[src/rtl/fnd_scan_driver.sv]
// Four-digit 7-segment scan driver: converts a 14-bit binary count to BCD with a
// sequential double-dabble engine and multiplexes the digits at P_SCAN_HZ.
module fnd_scan_driver #(
  parameter int         P_CLK_HZ  = 100_000_000,
  parameter int         P_SCAN_HZ = 1000,
  parameter logic [3:0] P_DP_MASK = 4'b1010
) (
  input  logic        i_clk,
  input  logic        i_reset,
  input  logic [13:0] i_fndcnt,
  output logic [3:0]  o_fnd_com,
  output logic [7:0]  o_fnd_seg,
  output logic [15:0] o_bcd,
  output logic        o_bcd_valid
);

  localparam int PRESC_TC = P_CLK_HZ / P_SCAN_HZ - 1;
  localparam int PRESC_W  = (PRESC_TC > 1) ? $clog2(PRESC_TC + 1) : 1;
  localparam logic [PRESC_W-1:0] PRESC_TC_V = PRESC_W'(PRESC_TC);

  typedef enum logic [1:0] {IDLE, SHIFT, LOAD} state_t;

  state_t       state_reg, state_next;
  logic [13:0]  r_last, r_last_next;
  logic [13:0]  shift_reg, shift_next;
  logic [15:0]  acc_reg, acc_next, acc_adj;
  logic [3:0]   bit_cnt_reg, bit_cnt_next;
  logic [15:0]  bcd_reg, bcd_next;
  logic         valid_reg, valid_next;

  logic [PRESC_W-1:0] presc_reg, presc_next;
  logic [1:0]   idx_reg, idx_next;
  logic         scan_tick;
  logic [3:0]   com_reg, com_next;
  logic [7:0]   seg_reg, seg_next;
  logic [3:0]   cur_nibble;

  // Add-3 correction on every BCD nibble that would overflow when doubled
  generate
    for (genvar gi = 0; gi < 4; gi++) begin : g_adj
      assign acc_adj[gi*4 +: 4] = (acc_reg[gi*4 +: 4] >= 4'd5) ?
                                  acc_reg[gi*4 +: 4] + 4'd3 : acc_reg[gi*4 +: 4];
    end
  endgenerate

  always_comb begin
    state_next   = state_reg;
    r_last_next  = r_last;
    shift_next   = shift_reg;
    acc_next     = acc_reg;
    bit_cnt_next = bit_cnt_reg;
    bcd_next     = bcd_reg;
    valid_next   = 1'b0;
    case (state_reg)
      IDLE: begin
        if (i_fndcnt != r_last) begin
          r_last_next  = i_fndcnt;
          shift_next   = (i_fndcnt > 14'd9999) ? 14'd9999 : i_fndcnt;
          acc_next     = 16'd0;
          bit_cnt_next = 4'd0;
          state_next   = SHIFT;
        end
      end
      SHIFT: begin
        acc_next     = {acc_adj[14:0], shift_reg[13]};
        shift_next   = {shift_reg[12:0], 1'b0};
        bit_cnt_next = bit_cnt_reg + 4'd1;
        if (bit_cnt_reg == 4'd13) state_next = LOAD;
      end
      LOAD: begin
        bcd_next   = acc_reg;
        valid_next = 1'b1;
        state_next = IDLE;
      end
      default: state_next = IDLE;
    endcase
  end

  assign scan_tick  = (presc_reg == PRESC_TC_V);
  assign presc_next = scan_tick ? '0 : presc_reg + 1'b1;
  assign idx_next   = idx_reg + {1'b0, scan_tick};
  assign cur_nibble = bcd_reg[idx_next*4 +: 4];

  // Select and segments are both built from idx_next so they switch together
  always_comb begin
    com_next = ~(4'b0001 << idx_next);
    seg_next = 8'hFF;
    case (cur_nibble)
      4'd0:    seg_next[6:0] = 7'h40;
      4'd1:    seg_next[6:0] = 7'h79;
      4'd2:    seg_next[6:0] = 7'h24;
      4'd3:    seg_next[6:0] = 7'h30;
      4'd4:    seg_next[6:0] = 7'h19;
      4'd5:    seg_next[6:0] = 7'h12;
      4'd6:    seg_next[6:0] = 7'h02;
      4'd7:    seg_next[6:0] = 7'h78;
      4'd8:    seg_next[6:0] = 7'h00;
      4'd9:    seg_next[6:0] = 7'h10;
      default: seg_next[6:0] = 7'h7F;
    endcase
    seg_next[7] = ~P_DP_MASK[idx_next];
  end

  always_ff @(posedge i_clk or negedge i_reset) begin
    if (!i_reset) begin
      state_reg   <= IDLE;
      r_last      <= '0;
      shift_reg   <= '0;
      acc_reg     <= '0;
      bit_cnt_reg <= '0;
      bcd_reg     <= '0;
      valid_reg   <= 1'b0;
      presc_reg   <= '0;
      idx_reg     <= '0;
      com_reg     <= 4'hF;
      seg_reg     <= 8'hFF;
    end else begin
      state_reg   <= state_next;
      r_last      <= r_last_next;
      shift_reg   <= shift_next;
      acc_reg     <= acc_next;
      bit_cnt_reg <= bit_cnt_next;
      bcd_reg     <= bcd_next;
      valid_reg   <= valid_next;
      presc_reg   <= presc_next;
      idx_reg     <= idx_next;
      com_reg     <= com_next;
      seg_reg     <= seg_next;
    end
  end

  assign o_fnd_com   = com_reg;
  assign o_fnd_seg   = seg_reg;
  assign o_bcd       = bcd_reg;
  assign o_bcd_valid = valid_reg;

endmodule
[config.mk]
export PLATFORM = sky130hd
export DESIGN_NAME = fnd_scan_driver
export DESIGN_NICKNAME = d
export VERILOG_FILES = /design/src/rtl/fnd_scan_driver.sv
export SDC_FILE = /design/constraint.sdc
export NUM_CORES = 1
export LEC_CHECK = 0
export BUFFER_PORTS_ARGS = -buffer_cell sky130_fd_sc_hd__buf_2
export CORE_UTILIZATION = 35
export CTS_CLUSTER_SIZE = 25
export DETAILED_ROUTE_END_ITERATION = 8
export GPL_ROUTABILITY_DRIVEN = 0
export PLACE_DENSITY = 0.5
export RECOVER_POWER = 25
export SLEW_MARGIN = 25
export SYNTH_ARGS = -nofsm -noshare
export SYNTH_HDL_FRONTEND = slang
export SYNTH_SLANG_ARGS = --single-unit
[constraint.sdc]
create_clock -name i_clk -period 3.3 [get_ports i_clk]
set_clock_uncertainty 0.1 [all_clocks]
set_input_delay 0.165 -clock i_clk [delete_from_list [all_inputs] [get_ports i_clk]]
set_output_delay 0.165 -clock i_clk [all_outputs]
set_load 0.1 [all_outputs]
==> flow_summary.ini, run 1 <==
[run_status]
status = finished, final reports clean

[global_route]
grt_pass1_vias = 3072
grt_pass1_wl_mm = 15.46
grt_usage_pct = 15.10
antenna_found_initial = 0
grt_max_degree = 50
grt-ovfl-total = 0

[synthesis]
synth_cell_types = 48
async_reset_ff_share_pct = 100.0
synthesis.area_um2 = 4628
syn_inst = 403
ys_seq_area_share_pct = 53.31
syn_nets = 432
synth_warnings = 0
yosys.area.top_type = dfrtp_1
synth_edf_count = 0
syn_avg_cell_area_um2 = 11.48
ys_seq_elements = 98
synth_top_area_share_pct = 46.50
ys.flop_type = dfrtp_1
synth.area.top_cells = dfrtp_1 (46%), dfstp_2 (6.8%), mux2_4 (4.5%)

[setup_path]
endpoint_kind = flop
cp_cell_sequence = ha_1 -> and4_1 -> and2_1 -> and4_1 -> ha_2 -> mux4_2 -> nand2b_1 -> o31a_1 -> o31ai_1
cp.arrival_ns = 3.28
path_delay_family = simple AND/OR/NAND/NOR gates
startpoint = presc_reg[0]
worstSetupPathType = flop to flop
max_stage_delay_ns = 0.60
crit_path_start_kind = flop
timing.critical_path.mode_cell = and4_1
crit_fanout = 8
crit-reg2reg-launch = presc_reg[0]
crit_required_ns = 3.44
cp_slowest_cell = mux4_2
cp_num_buf_inv = 0

[power_and_ir_drop]
p_seq_share_pct = 35.1
power.density_nw_per_um2 = 1034
power.switching_w = 0.002441
p_int_w = 0.003124
p_clk_share_pct = 18.8
peakVddDrop_v = 0.0004514
p_leak_nw = 2.370
pwr-share-comb_pct = 46.1
p_sw_share_pct = 43.87

[clock_network]
clockBufferDepth = 2
cts_tree = done
cts.clk_slew.worst_paths_ns = 0.07
clkSinkCount = 98
root_buffer = clkbuf_16
cts_buffers = 9
h-tree-depth = 3
insertion_delay_ns = 0.35

[detailed_routing]
drtIter0Drc = 185
dr.pass1.iters = 4
num_vias = 3086
postRouteAntennaNets = 0
drt-vias-per-instance = 4.875
drc = 0
wire_per_inst_um = 14.43
finalWirelength_mm = 9.132

[timing]
setup_ws_ns = 0.1623
period_share_pct = 95.08
maxSlewViolCount = 0
max_freq_mhz = 318.7
hold_viol_final = 0
max_slew.worst_pin.slew_ns = 1.401
rsz0062_at_grt = false
hold_ws_ns = 0.01885
timing.slew.headroom_pct = 6.583
tns_ns = 0
setup_viol = 0
min_period_ns = 3.138

[die]
placementRows = 41
start_util_pct = 36.23
die_area_um2 = 13690
fp.dieH_um = 117.0
core_um2 = 12770
die_w_um = 117.0
pin_count = 45

[cells_and_area]
stdcell_count = 633
area_delta_synth_final_pct = 16.25
num-nets-final = 485
largest_reg_flops = 17
diodes = 0
design_area_um2 = 5380
final_layout_size_suffix_gt1_share_pct = 25.81

[run]
maxCapViolations = 0

[placement]
placedCellCount = 612
place_area_um2 = 5044
dp_hpwl_mm = 6.442
port_buffers = 44
pre_cts_ws_ns = 0.1028

[hold_path]
hold_path.class = primary input to flop
min_from = i_fndcnt[5]
## power groups by stage
| stage | Combinational (W) | Clock [W] | Sequential, W |
|---|---|---|---|
| 2_1_floorplan | 0.00134 | 0 | 0.00272 |
| 3_3_place_gp | 0.00254 | 0 | 0.00197 |
| 3_5_place_dp | 0.00259 | 0 | 0.00197 |
| 4_1_cts | 0.00259 | 0.00109 | 0.00196 |
| 5_1_grt | 0.00280 | 0.00113 | 0.00202 |
| 6_report | 0.00256 | 0.00105 | 0.00195 |
## synth_stat cells, types with 9 or more instances
master	instances
dfrtp_1	86
nand3_1	11
mux2_4	14
dfstp_2	12
a21oi_1	9
ha_1	13
o21ai_0	27
xnor2_1	17
nand2b_1	14
nor2_1	23
xor2_1	20
nand2_1	45
inv_1	15
nor3_1	9
## kinds of logic (layout without fill, tap and decap cells)
family / count (synthesis) / count (layout) / synth area share [%]
multiplexers: 26 / 26 / 8.435
buffers and inverters: 31 / 89 / 3.406
flip-flops: 98 / 98 / 53.31
AND/OR/NAND/NOR: 126 / 126 / 13.52
adder cells (fa/ha/maj): 13 / 13 / 3.515
AO/OA/AOI/OAI: 71 / 71 / 10.46
XOR/XNOR: 38 / 38 / 7.353
## routing by layer
| metal | global-route usage (%) | vias up | wire length, um |
|---|---|---|---|
| li1 | - | 1506 | - |
| met4 | 5.570 | 0 | 155 |
| met2 | 22.68 | 77 | 3933 |
| met1 | 20.42 | 1494 | 4516 |
| met5 | 0 | - | 0 |
| met3 | 4.840 | 9 | 526 |
## per-stage QoR
| step | util, % | power, W |
|---|---|---|
| after floorplan | - | 0.004057 |
| after global placement | 39.48 | 0.004517 |
| after detailed placement | 39.48 | 0.004564 |
| after CTS | 42.19 | 0.005643 |
| after global routing | 42.12 | 0.005953 |
| final | 42.12 | 0.005566 |
## layout make-up
class / instances / area [um2]
clock buffers: 10 / 229.0
repair buffers: 58 / 329.1
fillers: 1224 / 7393
inverters: 15 / 56.30
well taps: 172 / 215.2
multi-input cells: 274 / 2017
flip-flops and latches: 98 / 2467
clock inverters: 6 / 66.31
## final timing paths
check / end / slack (ns) / cells after the start
max: o_fnd_seg[0] / 0.16 / 9
min: r_last[5] / 0.02 / 2
max reg2reg: o_fnd_seg[0] / 0.16 / 9
min reg2reg: presc_reg[0] / 0.38 / 1
max in group asynchronous: r_last[0] / 0.68 / 3
min in group asynchronous: o_bcd[6] / 0.53 / 2
## placed cells by master (no fill, tap or decap), drive strengths merged, types with 3 or more instances in the layout
| cell type | instances |
|---|---|
| nand2 | 45 |
| nand3 | 11 |
| nor2 | 23 |
| dfstp | 12 |
| nor4 | 4 |
| a22oi | 4 |
| mux2 | 22 |
| nand4 | 5 |
| and2 | 4 |
| mux4 | 4 |
| a21oi | 9 |
| xnor2 | 17 |
| nand2b | 14 |
| o22ai | 10 |
| o221a | 6 |
| inv | 17 |
| clkinv | 3 |
| nor3 | 9 |
| clkbuf | 14 |
| dfrtp | 86 |
| o32ai | 3 |
| o21ai | 30 |
| ha | 13 |
| xor2 | 21 |
| buf | 49 |
| nor2b | 3 |
| dlygate4sd3 | 5 |
## repair_timing
action	in CTS	in global routing
endpoints found under the setup margin	0	4
hold buffers	5	0
setup buffers	0	0
gates resized for setup	0	1
hold endpoints to repair	51	0
Note: power is estimated with default switching activity, not from simulation.
==> run 2: changes to the inputs <==
--- a/config.mk
+++ b/config.mk
@@ -6,11 +6,11 @@
 export NUM_CORES = 1
 export LEC_CHECK = 0
 export BUFFER_PORTS_ARGS = -buffer_cell sky130_fd_sc_hd__buf_2
-export CORE_UTILIZATION = 35
+export CORE_UTILIZATION = 38
 export CTS_CLUSTER_SIZE = 25
 export DETAILED_ROUTE_END_ITERATION = 8
 export GPL_ROUTABILITY_DRIVEN = 0
-export PLACE_DENSITY = 0.5
+export PLACE_DENSITY = 0.53
 export RECOVER_POWER = 25
 export SLEW_MARGIN = 25
 export SYNTH_ARGS = -nofsm -noshare
==> flow_summary.ini, run 2 (same netlist as run 1, synthesis figures left out) <==
[run_status]
status = finished, final reports clean

[clock_network]
cts_setup_buffers = 0
cts_tree = done
cts_buffers = 9
cts.clk_slew.worst_paths_ns = 0.07
h-tree-depth = 3
insertion_delay_ns = 0.35
clkSinkCount = 98
root_buffer = clkbuf_16
clockBufferDepth = 2

[power_and_ir_drop]
p_clk_share_pct = 18.9
pwr-share-comb_pct = 46.0
power_w = 0.005550
p_sw_share_pct = 43.62
peakVddDrop_v = 0.0004070
p_seq_share_pct = 35.1
p_leak_nw = 2.389
power.density_nw_per_um2 = 1030
p_int_w = 0.003129
power.switching_w = 0.002421

[placement]
dp_hpwl_mm = 6.273
placedCellCount = 584
pre_cts_ws_ns = 0.1822
port_buffers = 44
place_area_um2 = 5015

[timing]
setup_viol = 0
period_share_pct = 92.65
tns_ns = 0
maxSlewViolCount = 0
max_freq_mhz = 327.1
timing.slew.headroom_pct = 4.066
hold_viol_final = 0
max_slew.worst_pin.slew_ns = 1.439
rsz0062_at_grt = false
setup_ws_ns = 0.2424
min_period_ns = 3.058

[setup_path]
worstSetupPathType = flop to flop
cp.arrival_ns = 3.21
endpoint_kind = flop
crit_fanout = 8
crit_path_start_kind = flop
crit_required_ns = 3.45

[cells_and_area]
final_layout_size_suffix_gt1_share_pct = 26.24
final_cell_mix = dfrtp_1 (86), nand2_1 (45), buf_2 (43), o21ai_0 (27), nor2_1 (23)
area_delta_synth_final_pct = 16.46
diodes = 0
design_area_um2 = 5390
num-nets-final = 489
layout_commonest_cell = dfrtp_1
largest_reg_flops = 17
stdcell_count = 608

[detailed_routing]
drtIter0Drc = 168
finalWirelength_mm = 8.837
dr.pass1.iters = 4
drt-vias-per-instance = 5.056
wire_per_inst_um = 14.53
postRouteAntennaNets = 0
drc = 0
num_vias = 3074

[die]
die_w_um = 112.4
core_um2 = 11660
die_area_um2 = 12620
pin_count = 45
start_util_pct = 39.68
placementRows = 39
fp.dieH_um = 112.4

[run]
maxCapViolations = 0

[global_route]
grt-ovfl-total = 0
antenna_found_initial = 0
grt_usage_pct = 15.58
grt_max_degree = 60
grt_pass1_wl_mm = 15.24
grt_pass1_vias = 3086

[hold_path]
hold_path.class = primary input to flop
run 2: metrics by stage:
| stage | hold slack, ns | util (%) |
|---|---|---|
| 4_1_cts | 0.001681 | 46.22 |
| 3_3_place_gp | 0.1835 | 43.00 |
| 3_5_place_dp | 0.1826 | 43.00 |
| 2_1_floorplan | -0.2306 | - |
| 6_report | 0.01542 | 46.22 |
| 5_1_grt | 0.01450 | 46.22 |
run 2: repair_timing:
| item | CTS | global route |
|---|---|---|
| setup endpoints to repair | 0 | 1 |
| resized for setup | 0 | 1 |
| hold buffers | 8 | 0 |
| hold endpoints to repair | 52 | 0 |
run 2: cell type report:
class	count	area, um2
clock buffers	11	232.7
repair buffers	62	375.4
multi-input cells	274	2017
flip-flops and latches	98	2467
fillers	1083	6272
well taps	143	178.9
clock inverters	5	62.56
inverters	15	56.30
run 2: worst paths after layout:
| check | start | endpoint | slack (ns) | cells after the start |
|---|---|---|---|---|
| worst min register to register | shift_reg[6] | shift_reg[6] | 0.39 | 2 |
| min in group asynchronous | i_reset | o_bcd_valid | 0.60 | 2 |
| worst min-delay path | i_fndcnt[12] | r_last[12] | 0.02 | 2 |
| max in group asynchronous | i_reset | r_last[7] | 1.49 | 3 |
| worst max register to register | presc_reg[0] | o_fnd_seg[0] | 0.24 | 9 |
| worst max-delay path | presc_reg[0] | o_fnd_seg[0] | 0.24 | 9 |
run 2: critical path: stages (launching register included):
cell	delay (ns)
dfrtp_1	0.41
ha_1	0.25
and4_1	0.22
and2_1	0.17
and4_1	0.17
ha_2	0.45
mux4_2	0.59
nand2b_1	0.19
o31a_1	0.31
o31ai_1	0.08
run 2: per-layer routing:
layer	share of wire (%)	routed length, um	up-vias	GRT usage (%)
li1	-	-	1514	-
met1	49	4371	1493	20.71
met2	45	3971	58	23.77
met3	3.9	346	9	5.400
met4	1.7	147	0	5.333
met5	0	0	-	0
run 2: power by group through the flow:
stage               clock network, W  registers [W]  logic, W
detailed placement                 0        0.00197   0.00257
CTS                          0.00108        0.00195   0.00258
finish                       0.00105        0.00195   0.00255
floorplan                          0        0.00272   0.00134
global route                 0.00113        0.00201   0.00276
global placement                   0        0.00197   0.00254
==> run 3: changes to the inputs <==
--- a/config.mk
+++ b/config.mk
@@ -6,6 +6,7 @@
 export NUM_CORES = 1
 export LEC_CHECK = 0
 export BUFFER_PORTS_ARGS = -buffer_cell sky130_fd_sc_hd__buf_2
+export CORE_ASPECT_RATIO = 1.25
 export CORE_UTILIZATION = 38
 export CTS_CLUSTER_SIZE = 25
 export DETAILED_ROUTE_END_ITERATION = 8
==> flow_summary.ini, run 3 (same netlist as run 1, synthesis figures left out) <==
[setup_path]
crit_required_ns = 3.46
crit_fanout = 8
rr_endpoint = o_fnd_seg[5]
cp.arrival_ns = 3.23
endpoint_kind = flop
ff2ff_setup_slack_ns = 0.22
crit-reg2reg-launch = presc_reg[0]
worstSetupPathType = flop to flop
crit_path_start_kind = flop
r2r_cells = 9

[power_and_ir_drop]
peakVddDrop_v = 0.0005897
p_leak_nw = 2.357
power.density_nw_per_um2 = 1029

[timing]
setup_viol = 0
min_period_ns = 3.075
hold_viol_final = 0
maxSlewViolCount = 0
rsz0062_at_grt = false
period_share_pct = 93.19
hold_ws_ns = 0.01985
timing.slew.headroom_pct = 13.07
tns_ns = 0
max_slew.worst_pin.slew_ns = 1.304
max_freq_mhz = 325.2

[clock_network]
clockBufferDepth = 2
cts_tree = done
insertion_delay_ns = 0.34
clkSinkCount = 98
root_buffer = clkbuf_16
cts_buffers = 9
cts.repair.resized = 0
cts.clk_slew.worst_paths_ns = 0.07
h-tree-depth = 3

[cells_and_area]
area_delta_synth_final_pct = 15.19
largest_reg_flops = 17
fin_util_pct = 45.47
diodes = 0
num-fill-cells = 1119
num-nets-final = 484
final_cell_mix = dfrtp_1 (86), nand2_1 (45), buf_2 (41), o21ai_0 (27), nor2_1 (23)
layout_commonest_cell = dfrtp_1
final_layout_size_suffix_gt1_share_pct = 25.65

[die]
fp.dieH_um = 125.4
core_um2 = 11730
die_area_um2 = 12630
pin_count = 45
placementRows = 44
die_w_um = 100.7
start_util_pct = 39.47

[detailed_routing]
drtIter0Drc = 122
dr.pass1.iters = 4
wire_per_inst_um = 14.58
drt-vias-per-instance = 4.957
postRouteAntennaNets = 0
finalWirelength_mm = 9.057
drc = 0
num_vias = 3078

[global_route]
antenna_found_initial = 0
grt_pass1_wl_mm = 15.35
grt_pass1_vias = 3150
grt_usage_pct = 15.54
grt-ovfl-total = 0
grt_max_degree = 52

[run_status]
status = finished, final reports clean

[placement]
port_buffers = 44
dp_hpwl_mm = 6.421

[hold_path]
min_from = i_fndcnt[0]
hold_path_end = r_last[0]
whs_path_depth = 2
hold_path.class = primary input to flop

[run]
maxCapViolations = 0
[run 3: how the worst max path moves through the flow]
stage	start	to
floorplan	presc_reg[0]	o_fnd_seg[0]
global placement	presc_reg[0]	o_fnd_seg[0]
detailed placement	presc_reg[0]	o_fnd_seg[0]
CTS	presc_reg[0]	o_fnd_seg[0]
global route	presc_reg[0]	o_fnd_seg[0]
finish	presc_reg[0]	o_fnd_seg[5]
[run 3: routing by layer]
| layer | track usage [%] | wire, um | vias to the layer above |
|---|---|---|---|
| li1 | - | - | 1503 |
| met1 | 20.34 | 4262 | 1491 |
| met2 | 25.06 | 4297 | 67 |
| met3 | 2.236 | 264 | 17 |
| met4 | 7.673 | 233 | 0 |
| met5 | 0 | 0 | - |
[run 3: critical path, cell delays in order, from the launching register on]
cell,delay (ns)
dfrtp_1,0.41
ha_1,0.25
and4_1,0.22
and2_1,0.16
and4_1,0.17
ha_1,0.49
mux4_2,0.64
ha_1,0.26
nor3_1,0.22
a21oi_1,0.07
[run 3: final cells by class]
cell class / instances / area, um2 / area share, %
timing repair buffer: 57 / 319.1 / 5.985
tap: 161 / 201.4 / 3.778
clock buffer: 12 / 246.5 / 4.623
multi-input combinational: 274 / 2014 / 37.78
inverter: 15 / 56.30 / 1.056
clock inverter: 4 / 26.28 / 0.4928
sequential: 98 / 2467 / 46.28
[run 3: what timing repair did]
item,in CTS,in global routing
setup buffers,0,0
endpoints found under the hold margin,51,0
hold buffers,3,0
[run 3: stage by stage]
stage | setup WS [ns] | cells | instance area [um2] | power [W]
after global routing | 0.03040 | 621 | 5331 | 0.005821
after detailed placement | 0.2593 | 602 | 5037 | 0.004553
after floorplan | 0.1601 | 403 | 4628 | 0.004057
after CTS | 0.2096 | 621 | 5340 | 0.005552
final | 0.2246 | 621 | 5331 | 0.005487
after global placement | 0.2930 | 602 | 5037 | 0.004499
[run 3: where the power goes]
group	switching, W	internal, W
Sequential	0.000308	0.00164
Combinational	0.00168	0.000885
Clock	0.000433	0.000532
